==> src/rtl/pipeline_if_pkg.sv <==
// pipeline_if_pkg: shared definitions for the byte-serial instruction fetch
// stage. Holds bus widths, the NOP word, the IF/ID bit position inside the
// pipeline stall/flush vectors, the FSM state encoding and small helpers
// that map FSM states onto byte offsets.
package pipeline_if_pkg;

  localparam int unsigned XLEN    = 32;
  localparam int unsigned BYTE_W  = 8;
  localparam int unsigned PIPE_W  = 5;
  localparam int unsigned IFID_B  = 1;

  localparam logic [XLEN-1:0] NOP_WORD = 32'h0000_0000;

  // S_A0..S_A3 issue byte k; the low two bits of those encodings are k.
  typedef enum logic [2:0] {
    S_A0   = 3'd0,
    S_A1   = 3'd1,
    S_A2   = 3'd2,
    S_A3   = 3'd3,
    S_LAST = 3'd4,
    S_HOLD = 3'd5
  } if_state_e;

  function automatic logic is_issue(input if_state_e s);
    logic [2:0] v;
    v = s;
    return (v[2] == 1'b0);
  endfunction

  function automatic logic [1:0] byte_off(input if_state_e s);
    logic [2:0] v;
    v = s;
    return v[1:0];
  endfunction

  function automatic if_state_e next_issue(input if_state_e s);
    case (s)
      S_A0:    return S_A1;
      S_A1:    return S_A2;
      S_A2:    return S_A3;
      default: return S_LAST;
    endcase
  endfunction

endpackage

==> src/rtl/pipeline_if.sv <==
// pipeline_if: instruction fetch stage reading each 32-bit instruction as
// four little-endian byte reads over a shared byte memory port.
//
// Ports:
//   clk         clock, all state on rising edge
//   rst         asynchronous active-low reset
//   rdy         global ready; low freezes every register and the request
//   mem_busy_i  byte port owned by MEM this cycle, no request may issue
//   mem_re_o    byte read request
//   mem_addr_o  byte address of the request
//   mem_data_i  read byte, returned one cycle after an accepted request
//   br_e_i      redirect from EX (wins over stall and completion)
//   br_addr_i   redirect target, any alignment
//   stall_i     stall vector, bit 1 holds the IF/ID register
//   flush_i     flush vector, bit 1 bubbles the IF/ID register
//   inst_o      registered instruction to ID
//   pc_o        registered PC of inst_o
module pipeline_if
  import pipeline_if_pkg::*;
#(
  parameter logic [XLEN-1:0] RESET_PC = 32'h0000_0000
) (
  input  logic              clk,
  input  logic              rst,
  input  logic              rdy,
  input  logic              mem_busy_i,
  output logic              mem_re_o,
  output logic [XLEN-1:0]   mem_addr_o,
  input  logic [BYTE_W-1:0] mem_data_i,
  input  logic              br_e_i,
  input  logic [XLEN-1:0]   br_addr_i,
  input  logic [PIPE_W-1:0] stall_i,
  input  logic [PIPE_W-1:0] flush_i,
  output logic [XLEN-1:0]   inst_o,
  output logic [XLEN-1:0]   pc_o
);

  if_state_e       state_q, state_d;
  logic [XLEN-1:0] pc_q, pc_d;
  logic [XLEN-1:0] word_q, word_d;
  logic [XLEN-1:0] inst_q, inst_d;
  logic [XLEN-1:0] pco_q, pco_d;
  logic            infl_q, infl_d;
  logic [1:0]      idx_q, idx_d;
  logic [XLEN-1:0] done_word;
  logic            deliver;
  logic            ifid_hold;
  logic            ifid_flush;
  logic            unused_pipe_bits;

  assign ifid_hold        = stall_i[IFID_B];
  assign ifid_flush       = flush_i[IFID_B];
  assign unused_pipe_bits = ^{stall_i[4:2], stall_i[0], flush_i[4:2], flush_i[0]};

  // The request is combinational on mem_busy_i so a free port is used in the
  // same cycle; a redirect suppresses it because that byte would be dropped.
  always_comb begin
    mem_re_o   = rst & rdy & ~br_e_i & ~mem_busy_i & is_issue(state_q);
    mem_addr_o = '0;
    if (rst)
      mem_addr_o = pc_q + {{(XLEN-2){1'b0}}, byte_off(state_q)};
  end

  always_comb begin
    state_d   = state_q;
    pc_d      = pc_q;
    word_d    = word_q;
    inst_d    = inst_q;
    pco_d     = pco_q;
    infl_d    = infl_q;
    idx_d     = idx_q;
    deliver   = 1'b0;
    done_word = word_q;
    if (rdy) begin
      // The returning byte lands whatever the port is doing this cycle.
      if (infl_q) begin
        word_d[{idx_q, 3'b000} +: BYTE_W] = mem_data_i;
        infl_d                            = 1'b0;
      end
      // Byte 3 is only on mem_data_i now, so splice it in directly.
      if (state_q == S_LAST)
        done_word = {mem_data_i, word_q[23:0]};
      if (br_e_i) begin
        pc_d    = br_addr_i;
        state_d = S_A0;
        infl_d  = 1'b0;
      end else if (is_issue(state_q)) begin
        if (!mem_busy_i) begin
          infl_d  = 1'b1;
          idx_d   = byte_off(state_q);
          state_d = next_issue(state_q);
        end
      end else if (!ifid_hold) begin
        deliver = 1'b1;
        pc_d    = pc_q + 32'd4;
        state_d = S_A0;
      end else begin
        word_d  = done_word;
        state_d = S_HOLD;
      end
      if (!ifid_hold) begin
        inst_d = deliver ? done_word : NOP_WORD;
        pco_d  = pc_q;
      end
      if (ifid_flush)
        inst_d = NOP_WORD;
    end
  end

  always_ff @(posedge clk or negedge rst) begin
    if (!rst) begin
      state_q <= S_A0;
      pc_q    <= RESET_PC;
      word_q  <= '0;
      inst_q  <= NOP_WORD;
      pco_q   <= RESET_PC;
      infl_q  <= 1'b0;
      idx_q   <= 2'd0;
    end else begin
      state_q <= state_d;
      pc_q    <= pc_d;
      word_q  <= word_d;
      inst_q  <= inst_d;
      pco_q   <= pco_d;
      infl_q  <= infl_d;
      idx_q   <= idx_d;
    end
  end

  assign inst_o = inst_q;
  assign pc_o   = pco_q;

endmodule
==> config.mk <==
export PLATFORM = sky130hd
export DESIGN_NAME = pipeline_if
export DESIGN_NICKNAME = d
export VERILOG_FILES = /design/src/rtl/pipeline_if_pkg.sv /design/src/rtl/pipeline_if.sv
export SDC_FILE = /design/constraint.sdc
export NUM_CORES = 1
export LEC_CHECK = 0
export CELL_PAD_IN_SITES_DETAIL_PLACEMENT = 1
export CELL_PAD_IN_SITES_GLOBAL_PLACEMENT = 1
export CORE_ASPECT_RATIO = 2
export CORE_MARGIN = 2
export CORE_UTILIZATION = 35
export DETAILED_ROUTE_END_ITERATION = 10
export GPL_ROUTABILITY_DRIVEN = 0
export PLACE_DENSITY_LB_ADDON = 0.1
export SLEW_MARGIN = 30
export SYNTH_ARGS = -nofsm -noshare
export SYNTH_HDL_FRONTEND = slang
export SYNTH_SLANG_ARGS = --single-unit
==> constraint.sdc <==
create_clock -name clk -period 2.26 [get_ports clk]
set_clock_uncertainty 0.2 [all_clocks]
set_input_delay 0.452 -clock clk [delete_from_list [all_inputs] [get_ports clk]]
set_output_delay 0.452 -clock clk [all_outputs]
set_load 0.03 [all_outputs]
## Word-level counts from Yosys, hierarchy flattened

Index checks and enable logic that the tools add are counted.
W data, S select, Z words.

| storage, ports and cells | value |
|---|---|
| memory bits (writable) | 0 |
| bits in registers | 134 |
| memories | 0 |
| ROM bits | 0 |
| output and inout bits | 97 |
| latch bits | 0 |

| operators by class | value |
|---|---|
| order comparisons | 0 |
| $mul | 0 |
| add/subtract/negate cells | 3 |
| shifts and indexed selects | 2 |
| equal/unequal tests | 6 |
| bitwise operators | 8 |
| reductions and logical operators | 7 |
| divide/modulo/power cells | 0 |
| multiplexer cells | 25 |

Operators by type and width:

| kind | number |
|---|---|
| $mux W32 | 12 |
| $add A32 B2 Y32 | 1 |
| $add A32 B3 Y32 const B | 1 |
| $bwmux W32 | 1 |
| $shift A8 B7 Y32 const A | 1 |
| $shiftx A8 B7 Y32 | 1 |
| $mux W3 | 4 |
| $pmux W3 S3 | 1 |
| $mux W1 | 7 |
| $neg A5 Y7 | 1 |
| $reduce_and A2 Y1 | 3 |
| $and A1 B1 Y1 | 4 |
| $not A1 Y1 | 4 |
| $reduce_and A4 Y1 | 1 |
| $eq A3 B1 Y1 const B | 1 |
| $eq A3 B2 Y1 const B | 1 |
| $eq A3 B3 Y1 const B | 1 |
| $logic_not A3 Y1 | 1 |
| $ne A3 B1 Y1 const B | 1 |
| $reduce_and A3 Y1 | 1 |
| $ne A2 B1 Y1 const B | 1 |
| $ne A2 B2 Y1 const B | 1 |
| $reduce_bool A2 Y1 | 1 |

## Logic depth before layout (Yosys ltp)

Gate-level depths: netlist (run 1).

| logic depth | value |
|---|---|
| depth after elaboration | 7 |
| gate-level depth with buffers | 8 |

## Worst setup path after synthesis (run 1)

Ideal clock, no wire load.

| path | value |
|---|---|
| path kind | flip-flop to output port |
| from | reg pc_q[2] |
| to | out mem_addr_o[14] |
| path slack | -524 ps |
| cell stages (with the launch flop) | 7 |
| arrival time | 2132 ps |
| required time | 1608 ps |
| path buffers | 0 |
| path through | dfrtp_1 > ha_1 > nand4_1 > nor3_2 > nand2_1 > or3_1 > a21oi_1 |

| on the way | value |
|---|---|
| cells in the longest elaborated chain, start to end | 2 |

Ends and longest elaborated chain:

| item | line | text |
|---|---|---|
| start: declaration | pipeline_if.sv:39 | `logic [XLEN-1:0] pc_q, pc_d;` |
| start signal: assignment | pipeline_if.sv:121 | `pc_q <= pc_d;` |
| $add A32 B2 Y32 | pipeline_if.sv:61 | `mem_addr_o = pc_q + {{(XLEN-2){1'b0}}, byte_off(state_q)};` |
| $mux W32 | pipeline_if.sv:60 | `if (rst)` |
| end: declaration | pipeline_if.sv:28 | `output logic [XLEN-1:0] mem_addr_o,` |

Every way passes these cells.

## Worst setup path in the final report (run 1)

| path | value |
|---|---|
| from | reg state_q[1] |
| to | out mem_addr_o[29] |

| on the way | value |
|---|---|
| cells in the longest elaborated chain, start to end | 2 |

Ends and longest elaborated chain:

| item | line | text |
|---|---|---|
| start: declaration | pipeline_if.sv:38 | `if_state_e state_q, state_d;` |
| start signal: assignment | pipeline_if.sv:120 | `state_q <= state_d;` |
| $add A32 B2 Y32 | pipeline_if.sv:61 |  |
| $mux W32 | pipeline_if.sv:60 |  |

Every way passes these cells.

==> results of run 1 <==
[power by group through the flow]
stage	clock network, mW	registers [mW]	logic, mW
final	3.01	2.99	2.74
after global routing	3.18	3.03	2.91
after CTS	3.07	2.99	2.69
after detailed placement	0	3.02	2.53
after global placement	0	3.00	2.46
after floorplan	0	3.21	1.03
[layer usage]
metal,share of wire (%),vias to the layer above,wire length [um]
met1,34,3363,8950
li1,-,3016,-
met3,2.9,65,777
met2,58,184,15300
met4,5.3,0,1400
met5,0,-,0
[sequential cells by signal, indices dropped and copies added (netlist names)]
name     flops
inst_o      32
pc_o        32
pc_q        32
word_q      32
state_q      3
idx_q        2
infl_q       1
[synth_stat cells, types with 17 or more instances]
cell type / n / area share, %
a21oi_1: 27 / 2.0
a22o_1: 33 / 4.2
buf_2: 17 / 1.2
clkbuf_1: 29 / 1.6
dfrtp_1: 134 / 49
mux2_2: 28 / 4.6
mux2i_1: 21 / 3.1
nand2_1: 106 / 5.8
nand3_1: 17 / 1.2
nand4_1: 27 / 2.5
nor2_1: 51 / 2.8
o21ai_0: 54 / 3.9
o22ai_1: 18 / 1.6
xor2_1: 21 / 2.7
[kinds of logic after synthesis]
family / Yosys count / synth area share [%]
AND/OR/NAND/NOR: 260 / 18.7
XOR/XNOR: 28 / 3.58
AO/OA/AOI/OAI: 164 / 15.5
flip-flops: 134 / 49.0
adder cells (fa/ha/maj): 9 / 1.75
multiplexers: 49 / 7.67
buffers and inverters: 63 / 3.89
[cell type report]
cell class                 instances  area share [%]
clock buffer                      20            4.09
clock inverter                    12            1.57
inverter                          13           0.438
multi-input combinational        510            34.2
sequential                       134            30.1
tap                              259            2.91
timing repair buffer             289            26.6
[path summary, 6_finish.rpt]
kind | slack [ns] | end
worst max-delay path | -0.70 | mem_addr_o[29]
min in group clk | 0.28 | word_q[11]
worst max register to register | 0.14 | word_q[24]
worst min register to register | 0.28 | word_q[11]
worst min-delay path | -0.02 | word_q[27]
max in group asynchronous | 0.92 | pc_q[4]
[what timing repair did]
item | CTS | global route
endpoints found under the setup margin | 32 | 31
setup buffers | 16 | 3
hold endpoints to repair | 30 | 0
gates resized for setup | 78 | 21
hold buffers | 1 | 0
pin swaps | 30 | 23
[per-stage QoR]
step	power, mW	worst slack [ns]	instance area, um^2
5_1_grt	9.12	-0.763	11200
3_5_place_dp	5.55	-0.306	9900
6_report	8.75	-0.704	11200
2_1_floorplan	4.24	-0.160	7110
3_3_place_gp	5.46	-0.274	9900
4_1_cts	8.75	-0.680	11000
==> metrics.txt, run 1 <==
outcome complete, but fails checks; failing checks negative hold slack, negative setup slack; Max Fclk ~340 MHz; vias about 6,600; # IOs 152; FFs w/ async S/R, synth 100%; final WL 26,400 um; Hold WS -0.0192 ns; Core Footprint 19,300 um^2; CP Launch Type register; CP Data Required Time 1.61 ns; P_leak 4.85 nW; relative slew slack 61.2%; library cells used by synthesis 53; Top Usage Layer GRT met2; commonest non-fill, non-tap cell in the layout dfrtp_1; RSZ-0062 raised after global routing yes; final number of hold-violating endpoints 36; Multi-input gate area ~3800 um^2; placed cells between 1,000 and 1,500; Seq pwr share 34.2%; Crit path arrival time 2.31 ns; Root Buffer clkbuf_16; WP buf/inv 2; Worst Hold Class in -> async; crit path kind reg -> out; Synthesis Warnings 0; fin crit period 2.96 ns; CP Max Fanout 5; Net Sw Frac ~33%; routing usage on met1 26.1%; Syn Inst Count 707; initial antenna violation count 0; wire per inst 21.3 um; largest net degree at the start of global routing 105; # port buffers 143; Pins Over Slew Limit 0; CTS Sinks 134; #FFs+latches synth between 100 and 150; Main synth FF type dfrtp_1; Critical-path top delay cell dfrtp_2; clk slew on worst S/H paths roughly 0.06 ns; syn avg cell area 9.69 um^2; first-pass GRT wire length 40,900 um; number of flops mapped to enable cells by yosys 0; crit-path cells ha_1 -> a21o_1 -> buf_6 -> nand4_1 -> o21a_1 -> o21a_4 -> buf_12; Psw 2.85 mW; fillers 2,133; Crit. Startpoint state_q[1]; H-tree level count 4; max incr delay on CP 0.40 ns; Least-Margin Pin Slew 0.578 ns; P_int 5.90 mW; Clock Latency Late Sink 0.44 ns; die area 20,800 um^2; maximum buffer depth of the clock tree 2; drt pass-1 iters 5; vias in the first global route approximately 7,400; PwrDens 784 nW/um^2; Finished Core Util 57.9%; Clk pwr share roughly a third; Max Cap Viol 0; Storage cell area 3360 um^2; post-synthesis sequential area ratio 49.0%; DRC viols 0; Horiz. Die Dim 103 um; drt initial violations 258; CTS tree done; Netlist Area Pre-Place 6850 um^2; Crit path depth 7; grt total ovfl 0; DR vias/cell 5.36; ratio of final minimum period to clock period 131%; share of layout cells above drive strength 1 34.7%; Ant. Diodes 0; Initial Utilization a little over a third; met2 usage 49.2%; NumNets Final 1,029; met3 Use GR under 10%; setup_tns -17.85 ns; Tot GR Track Use 26.2%; Area growth syn-to-layout 62.8%; commonest cells after routing, fill and taps aside dfrtp_1 (127), buf_4 (120), clkdlybuf4s50_1 (106), nand2_1 (96), o21ai_0 (51); die height 202 um; Post-DRT Antenna Nets 0; Setup violations, final 31; cell family with most CP delay compound AO/OA/AOI/OAI gates; number of buffers created by CTS 17; Finished Layout Cells between 1,000 and 1,500; row cnt slightly above 70; RR Startpoint state_q[1]; Crit. End Element output pin; Worst R2R Path Depth 6; Mapped Nets about 770; peak supply drop 0.407 mV; final worst slack -0.704 ns; Comb power frac 31.3%; DP HPWL 18,500 um
Note: power is estimated with default switching activity, not from simulation.
==> inputs of run 2 (changes only) <==
--- a/config.mk
+++ b/config.mk
@@ -10,5 +10,5 @@
 export CORE_ASPECT_RATIO = 2
 export CORE_MARGIN = 2
-export CORE_UTILIZATION = 35
+export CORE_UTILIZATION = 39
 export DETAILED_ROUTE_END_ITERATION = 10
 export GPL_ROUTABILITY_DRIVEN = 0
==> constraint.sdc (replaced) <==
create_clock -name clk -period 3.25 [get_ports clk]
set_clock_uncertainty 0.2 [all_clocks]
set_input_delay 0.65 -clock clk [delete_from_list [all_inputs] [get_ports clk]]
set_output_delay 0.65 -clock clk [all_outputs]
set_load 0.02 [all_outputs]
==> run 2 against run 1 <==
The run now ends clean. Highest routed layer unchanged. Combinational power fell by 48%. First-iteration DRC count fell by 2.7%. Largest power group is now registers. Design area fell by 14%.
==> metrics.txt, run 2 (synthesis results as in run 1) <==
Crit path arrival time 2.32 ns (was 2.31 ns); clk slew on worst S/H paths 0.06 ns (about the same); DR vias/cell 5.66 (was 5.36); Final Power 5.39 mW (was 8.75 mW); Crit. End Element output pin (unchanged); Post-DRT Antenna Nets 0 (unchanged); maximum buffer depth of the clock tree 2 (unchanged); final number of hold-violating endpoints 0 (was 36); CTS Sinks 134 (unchanged); Horiz. Die Dim 97.7 um (was 103 um); vias 6,374 (was 6,628); number of buffers created by CTS 17 (unchanged); Area growth syn-to-layout 40.2% (was 62.8%); ratio of final minimum period to clock period a little over nine tenths; share of layout cells above drive strength 1 21.6% (was 34.7%); die height 191 um (was 202 um); Max Fclk 315 MHz; setup_tns 0 ns (was -17.85 ns); H-tree level count 4 (unchanged); drt initial violations 251 (was 258); Initial Utilization 39.7% (was 35.5%); wire per inst 21.5 um (was 21.3 um); dpl ws -0.0263 ns (was -0.306 ns); Finished Layout Cells 1,127 (was 1,237); CP Data Required Time 2.40 ns (was 1.61 ns); die area 18,700 um^2 (was 20,800 um^2); relative slew slack 55.2% (was 61.2%); Tot GR Track Use 26.2% (about the same); Setup violations, final 0 (was 31); P_leak 4.22 nW (was 4.85 nW); Clk pwr share 35.2% (was 34.4%); Finished Core Util 55.6% (was 57.9%); CTS tree done (unchanged); placed cells 1,081 (was 1,186); initial antenna violation count 0 (unchanged); Root Buffer clkbuf_16 (unchanged); NumNets Final 969 (was 1,029); Core Footprint 17,300 um^2 (was 19,300 um^2); largest net degree at the start of global routing 42 (was 105); post-route design area 9600 um^2 (was 11,200 um^2); Storage cell area 3360 um^2 (unchanged); Post-DP Area 8890 um^2 (was 9900 um^2); Net Sw Frac 32.3% (was 32.6%); Seq pwr share 38.6% (was 34.2%); outcome completed (was complete, but fails checks); first-pass GRT wire length 38,000 um (was 40,900 um); Ant. Diodes 0 (unchanged); crit path kind reg -> out (unchanged); Hold WS 0.0359 ns (was -0.0192 ns); commonest non-fill, non-tap cell in the layout dfrtp_1 (unchanged); drt pass-1 iters 4 (was 5); DP HPWL 17,700 um (was 18,500 um); # port buffers 143 (unchanged); Worst Hold Class in -> async (unchanged); commonest cells after routing, fill and taps aside dfrtp_1 (127), clkdlybuf4s50_1 (111), nand2_1 (105), buf_4 (79), o21ai_0 (53) (was dfrtp_1 (127), buf_4 (120), clkdlybuf4s50_1 (106), nand2_1 (96), o21ai_0 (51)); vias in the first global route 7,114 (was 7,390); peak supply drop 0.293 mV (was 0.407 mV); fin crit period about 3.2 ns; PwrDens 561 nW/um^2 (was 784 nW/um^2); Comb power frac 26.3% (was 31.3%); Clock Latency Late Sink 0.43 ns (was 0.44 ns); # IOs 152 (unchanged); Multi-input gate area 3320 um^2 (was 3810 um^2); Least-Margin Pin Slew 0.667 ns (was 0.578 ns); Max Cap Viol 0 (unchanged); CP Max Fanout 5 (unchanged); DRC viols 0 (unchanged); final worst slack 0.0782 ns (was -0.704 ns); Pins Over Slew Limit 0 (unchanged); CP Launch Type register (unchanged); Psw 1.74 mW (was 2.85 mW); fillers 1,980 (was 2,133); P_int 3.65 mW (was 5.90 mW); RSZ-0062 raised after global routing yes (unchanged); final WL 24,300 um (was 26,400 um); row cnt 68 (was 72); grt total ovfl 0 (unchanged)
-- run 2: power groups by stage --
stage / registers (mW) / clock network [mW] / logic [mW]
floorplan: 2.16 / 0 / 0.619
global placement: 2.08 / 0 / 1.35
detailed placement: 2.10 / 0 / 1.40
CTS: 2.07 / 1.93 / 1.40
global route: 2.10 / 2.00 / 1.53
finish: 2.08 / 1.90 / 1.42
-- run 2: what timing repair did --
action                                  4_1_cts  5_1_grt
pin swaps                                     8       13
hold endpoints to repair                      9        0
resized for setup                            68       58
setup buffers                                 4        9
endpoints found under the setup margin       28       23
gates cloned                                  0        1
hold buffers                                  1        0
-- run 2: area by class of cell --
cell class                      instances  share of cell area (%)
Sequential cell                       134                    35.0
Multi-Input combinational cell        510                    34.6
Tap cell                              210                    2.74
Clock buffer                           19                    4.51
Inverter                               13                   0.508
Timing Repair Buffer                  229                    21.3
Clock inverter                         12                    1.36
-- run 2: path summary, 6_finish.rpt --
kind | startpoint | to | slack [ns] | cells after the start
worst max-delay path | state_q[0] | mem_addr_o[2] | 0.08 | 6
worst min-delay path | rst | word_q[30] | 0.04 | 2
worst max register to register | state_q[0] | word_q[24] | 0.93 | 8
worst min register to register | word_q[17] | word_q[17] | 0.28 | 2
max in group asynchronous | rst | pc_q[21] | 1.79 | 2
min in group clk | word_q[17] | word_q[17] | 0.28 | 2
-- run 2: routing by layer --
layer / part of all wire (%) / wire [um] / vias up / global-route usage (%)
li1: - / - / 2921 / -
met4: 5.1 / 1230 / 0 / 14.4
met2: 57 / 13800 / 198 / 50.9
met1: 34 / 8320 / 3193 / 26.4
met5: 0 / 0 / - / 0
met3: 3.6 / 875 / 62 / 3.58
-- run 2: critical path: stages (launching register included) --
cell and delay [ns]:
dfrtp_1 0.39, ha_2 0.20, fa_2 0.49, buf_4 0.20, xnor2_1 0.13, nor2_1 0.12
dlygate4sd2_1 0.35
==> inputs of run 3 (changes only) <==
--- a/constraint.sdc
+++ b/constraint.sdc
@@ -3,3 +3,3 @@
 set_input_delay 0.65 -clock clk [delete_from_list [all_inputs] [get_ports clk]]
 set_output_delay 0.65 -clock clk [all_outputs]
-set_load 0.02 [all_outputs]
+set_load 0.05 [all_outputs]
==> run 3 against run 2 <==
The flow now finishes with violations (negative setup slack). Sequential power is 2% higher. Combinational power is 26% higher. Largest cell class unchanged. Largest power group unchanged. Die area stayed put. Non-clock buffer count is 32 lower. Critical path type unchanged. Flip-flop and latch count stayed put. Clock-buffer cell count stayed put.
==> metrics.txt, run 3 (synthesis results as in run 1) <==
Post-DRT Antenna Nets 0 (unchanged); Initial Utilization 39.7% (unchanged); P_leak 4.17 nW (was 4.22 nW); wire per inst 21.7 um (was 21.5 um); Max Cap Viol 0 (unchanged); Worst R2R Path Depth 7 (was 8); number of buffers created by CTS 17 (unchanged); dpl ws 0.228 ns (was -0.0263 ns); die area 18,700 um^2 (unchanged); clk slew on worst S/H paths 0.06 ns (about the same); final worst slack -0.0354 ns (was 0.0782 ns); Area growth syn-to-layout 43.9% (was 40.2%); P_int 3.86 mW (was 3.65 mW); Horiz. Die Dim 97.7 um (unchanged); crit path kind reg -> out (unchanged); initial antenna violation count 0 (unchanged); Crit path arrival time 2.44 ns (was 2.32 ns); first-pass GRT wire length 38,000 um (about the same); Finished Layout Cells 1,096 (was 1,127); drt initial violations 250 (was 251); drt pass-1 iters 4 (unchanged); die height 191 um (unchanged); CTS tree done (unchanged); NumNets Final 937 (was 969); Clock Latency Late Sink 0.43 ns (about the same); routing usage on met1 26.6% (was 26.4%); row cnt 68 (unchanged); # IOs 152 (unchanged); Seq pwr share 35.7% (was 38.6%); outcome complete, but fails checks (was completed); Max Fclk 304 MHz (was 315 MHz); vias 6,296 (was 6,374); final WL 23,800 um (was 24,300 um); vias in the first global route 6,976 (was 7,114); DR vias/cell 5.74 (was 5.66); commonest non-fill, non-tap cell in the layout dfrtp_1 (unchanged); Worst Hold Class reg -> reg (was in -> async); CP Launch Type register (unchanged); DP HPWL 17,300 um (was 17,700 um); H-tree level count 4 (unchanged); Core Footprint 17,300 um^2 (unchanged); Clk pwr share 34.2% (was 35.2%); fin crit period 3.29 ns (was 3.17 ns); grt total ovfl 0 (unchanged); Final Power 5.96 mW (was 5.39 mW); final number of hold-violating endpoints 0 (unchanged); relative slew slack 51.0% (was 55.2%); Psw 2.09 mW (was 1.74 mW); failing checks negative setup slack; ratio of final minimum period to clock period 101% (was 97.6%); DRC viols 0 (unchanged); met2 usage 49.9% (was 50.9%); CTS Sinks 134 (unchanged); CP Max Fanout 6 (was 5); cell count of the worst hold path 2; Tot GR Track Use 26.2% (about the same); commonest cells after routing, fill and taps aside dfrtp_1 (118), clkdlybuf4s50_1 (109), nand2_1 (104), o21ai_0 (54), buf_4 (48) (was dfrtp_1 (127), clkdlybuf4s50_1 (111), nand2_1 (105), buf_4 (79), o21ai_0 (53)); Comb power frac 30.1% (was 26.3%); Pins Over Slew Limit 0 (unchanged); placed cells 1,047 (was 1,081); Top Usage Layer GRT met2 (unchanged); Hold WS 0.281 ns (was 0.0359 ns); met3 Use GR 3.80% (was 3.58%); Net Sw Frac 35.1% (was 32.3%); largest net degree at the start of global routing 80 (was 42); maximum buffer depth of the clock tree 2 (unchanged); peak supply drop 0.323 mV (was 0.293 mV); # port buffers 143 (unchanged); CP Data Required Time 2.40 ns (about the same); Setup violations, final 1 (was 0); Crit. End Element output pin (unchanged); share of layout cells above drive strength 1 22.1% (was 21.6%); Least-Margin Pin Slew 0.735 ns (was 0.667 ns); Root Buffer clkbuf_16 (unchanged); Ant. Diodes 0 (unchanged); RSZ-0062 raised after global routing yes (unchanged); PwrDens 604 nW/um^2 (was 561 nW/um^2)
## run 3: metrics by stage
step / TNS [ns] / cell area (um^2) / util (%)
finish: -0.0354 / 9860 / 57.1
global route: -0.573 / 9860 / 57.1
CTS: -0.100 / 9700 / 56.2
detailed placement: 0 / 8980 / 52.0
global placement: 0 / 8980 / 52.0
floorplan: 0 / 6860 / -
## run 3: power by group through the flow
stage,logic (mW),clock network [mW],registers (mW)
finish,1.79,2.04,2.12
global route,1.91,2.15,2.16
CTS,1.76,2.08,2.12
detailed placement,1.71,0,2.15
global placement,1.67,0,2.14
floorplan,0.724,0,2.37
## run 3: critical path: stages (launching register included)
cell	delay (ns)
dfrtp_1	0.41
ha_1	0.28
a21o_1	0.22
nor3b_2	0.24
buf_4	0.18
nand4_1	0.15
xor2_1	0.19
nor2_2	0.18
buf_12	0.16
## run 3: worst paths after layout
path / start / end / slack [ns]
max: pc_q[1] / mem_addr_o[17] / -0.04
min in group asynchronous: rst / inst_o[24] / 0.39
min: inst_o[30] / inst_o[30] / 0.28
max reg2reg: pc_q[5] / pc_q[24] / 0.89
max in group asynchronous: rst / pc_q[8] / 1.50
min reg2reg: inst_o[30] / inst_o[30] / 0.28
## run 3: timing repair
item	CTS	global route
cloned	0	0
buffers inserted	5	11
hold buffers	1	0
gates resized for setup	16	23
hold endpoints to repair	5	0
setup endpoints to repair	26	22
pin swaps	8	9
## run 3: area by class of cell
class	instances	area [um^2]
fillers	1887	7410
flip-flops and latches	134	3370
multi-input cells	510	3340
repair buffers	197	2210
clock buffers	19	453
well taps	210	263
clock inverters	13	171
inverters	13	48.8
## run 3: routing by layer
layer,vias up,wire (um),part of all wire [%]
li1,2857,-,-
met1,3163,8470,36
met2,207,13400,56
met3,69,752,3.2
met4,0,1200,5.0
met5,-,0,0
==> patch, RTL diff (settings of run 3) <==
`word_q` no longer has a reset.
--- a/src/rtl/pipeline_if.sv
+++ b/src/rtl/pipeline_if.sv
@@ -111,7 +111,6 @@
     if (!rst) begin
       state_q <= S_A0;
       pc_q    <= RESET_PC;
-      word_q  <= '0;
       inst_q  <= NOP_WORD;
       pco_q   <= RESET_PC;
       infl_q  <= 1'b0;
@@ -119,7 +118,6 @@
     end else begin
       state_q <= state_d;
       pc_q    <= pc_d;
-      word_q  <= word_d;
       inst_q  <= inst_d;
       pco_q   <= pco_d;
       infl_q  <= infl_d;
@@ -127,6 +125,10 @@
     end
   end
 
+  always_ff @(posedge clk) begin
+    word_q <= word_d;
+  end
+
   assign inst_o = inst_q;
   assign pc_o   = pco_q;
 
Formal check against the unedited RTL: no difference found for any inputs over 4 cycles, from zero or initial values and one cycle with rst low; that may be too few to reach the edited logic, so the function may still have changed.
==> patch against run 3 <==
  * Total power increased by 2.9%
  * Worst hold slack improved by 0.0027 ns
  * Design area increased by 2.0%
  * Sequential cell count unchanged
  * Wire length increased by 3.1%
  * Combinational power increased by 10%
  * Non-clock buffer count increased by 14
  * Worst setup slack improved by 0.073 ns
  * Register-to-register slack about the same
  * Synthesized area increased by 3.0%
  * Critical path type unchanged
  * Critical endpoint is now mem_addr_o[20]
  * Highest routed layer unchanged
==> patch: results (changes against run 3) <==
[timing]
fin_ws_ns = 0.0380  ; was -0.0354 ns
fin_hold_ws_ns = 0.284  ; was 0.281 ns
worstMarginPinSlew_ns = 0.675  ; was 0.735 ns

[grt]
grt_use_total = 0.258  ; was 0.262
met2_usage = 0.499  ; about the same
grt_max_degree = 34  ; was 80
first_global_vias = 6830  ; was 6976
use_met3 = 0.0461  ; was 0.0380
grt_pass1_wl_um = 38300  ; was 38000 um
grtUsageMet1 = 0.250  ; was 0.266

[logic_synthesis]
ys_types = 54  ; was 53
synth_edf_count = 32  ; was 0
synth.net_count = 737  ; was 771
synth_xor_area_frac = 0.0298  ; was 0.0358
synth_common_cells = 102 x dfrtp_1, 53 x nand2_1, 38 x a22oi_1, 38 x o21ai_0, 36 x nor2_1  ; was 134 x dfrtp_1, 106 x nand2_1, 54 x o21ai_0
synthAdderAreaFrac = 0.0170  ; was 0.0175
synth_area_leaders = dfrtp_1 36%, edfxtp_1 14%, mux2_2 5.3%  ; was dfrtp_1 49%, nand2_1 5.8%, mux2_2 4.6%
ys_async_sr_fraction = 0.761  ; was 1.00
syn-instance-count = 673  ; was 707
synth.mux.area_fraction = 0.0740  ; was 0.0767
synth-compound-area-share = 0.167  ; was 0.155

[pwr]
p_int_mw = 3.96  ; was 3.86 mW
leakage_nw = 4.08  ; was 4.17 nW
p_comb_frac = 0.322  ; was 0.301
seqPwrFrac = 0.346  ; was 0.357
peakVddDrop_mv = 0.446  ; was 0.323 mV
powerDensity_nw_per_um2 = 609  ; was 604 nW/um2

[critical_path]
rr_startpoint = pc_q[3]  ; was pc_q[5]
rr_endpoint = pc_q[12]  ; was pc_q[24]
cp.arrival_ns = 2.36  ; was 2.44 ns
reg2reg_depth = 8  ; was 7
crit_path_max_fanout = 5  ; was 6
crit_slowest_cell = dfrtp_2  ; was dfrtp_1

[place]
placed_cells = 1022  ; was 1047
dp_hpwl_um = 17900  ; was 17300 um
dpl_cell_area_um2 = 9200  ; was 8980 um2
place_ws_ns = 0.206  ; was 0.228 ns

[finish]
n_fill_cell = 1903  ; was 1887
final_common_cell = clkdlybuf4s50_1  ; was dfrtp_1
layout.cells.non_filler = 1069  ; was 1096
fin_nets = 907  ; was 937

[worst_hold_path]
min_from = inst_o[25]  ; was inst_o[30]
min_to = inst_o[25]  ; was inst_o[30]

[route]
vias = 6222  ; was 6296
detail_route.wirelength_um = 24500  ; was 23800 um
drt_iter0_drc = 285  ; was 250

[run_status]
status = finished, final reports clean  ; was finished with violations

[patch: final cells by class]
cell class / count / area [um2] / area share
repair buffers: 211 / 2270 / 0.226
well taps: 213 / 267 / 0.0265
inverters: 8 / 30.0 / 0.00299
multi-input cells: 471 / 3350 / 0.333
flip-flops and latches: 134 / 3520 / 0.350
clock inverters: 15 / 189 / 0.0188
clock buffers: 17 / 425 / 0.0423
[patch: what timing repair did]
action / CTS / global route
pin swaps: 3 / 13
hold buffers: 1 / 0
hold endpoints to repair: 11 / 0
buffers inserted: 3 / 10
endpoints found under the setup margin: 20 / 11
resized for setup: 15 / 18
gates cloned: 0 / 1
[patch: worst min-delay path: stages, from the launching register on]
cell	delay, ns
dfrtp_1	0.34
nand2_1	0.04
o21ai_0	0.06
[patch: routing by layer]
metal | vias up | wire length (um) | part of all wire
met3 | 57 | 935 | 0.038
li1 | 2823 | - | -
met5 | - | 0 | 0
met1 | 3163 | 8260 | 0.34
met2 | 179 | 14200 | 0.58
met4 | 0 | 1140 | 0.046
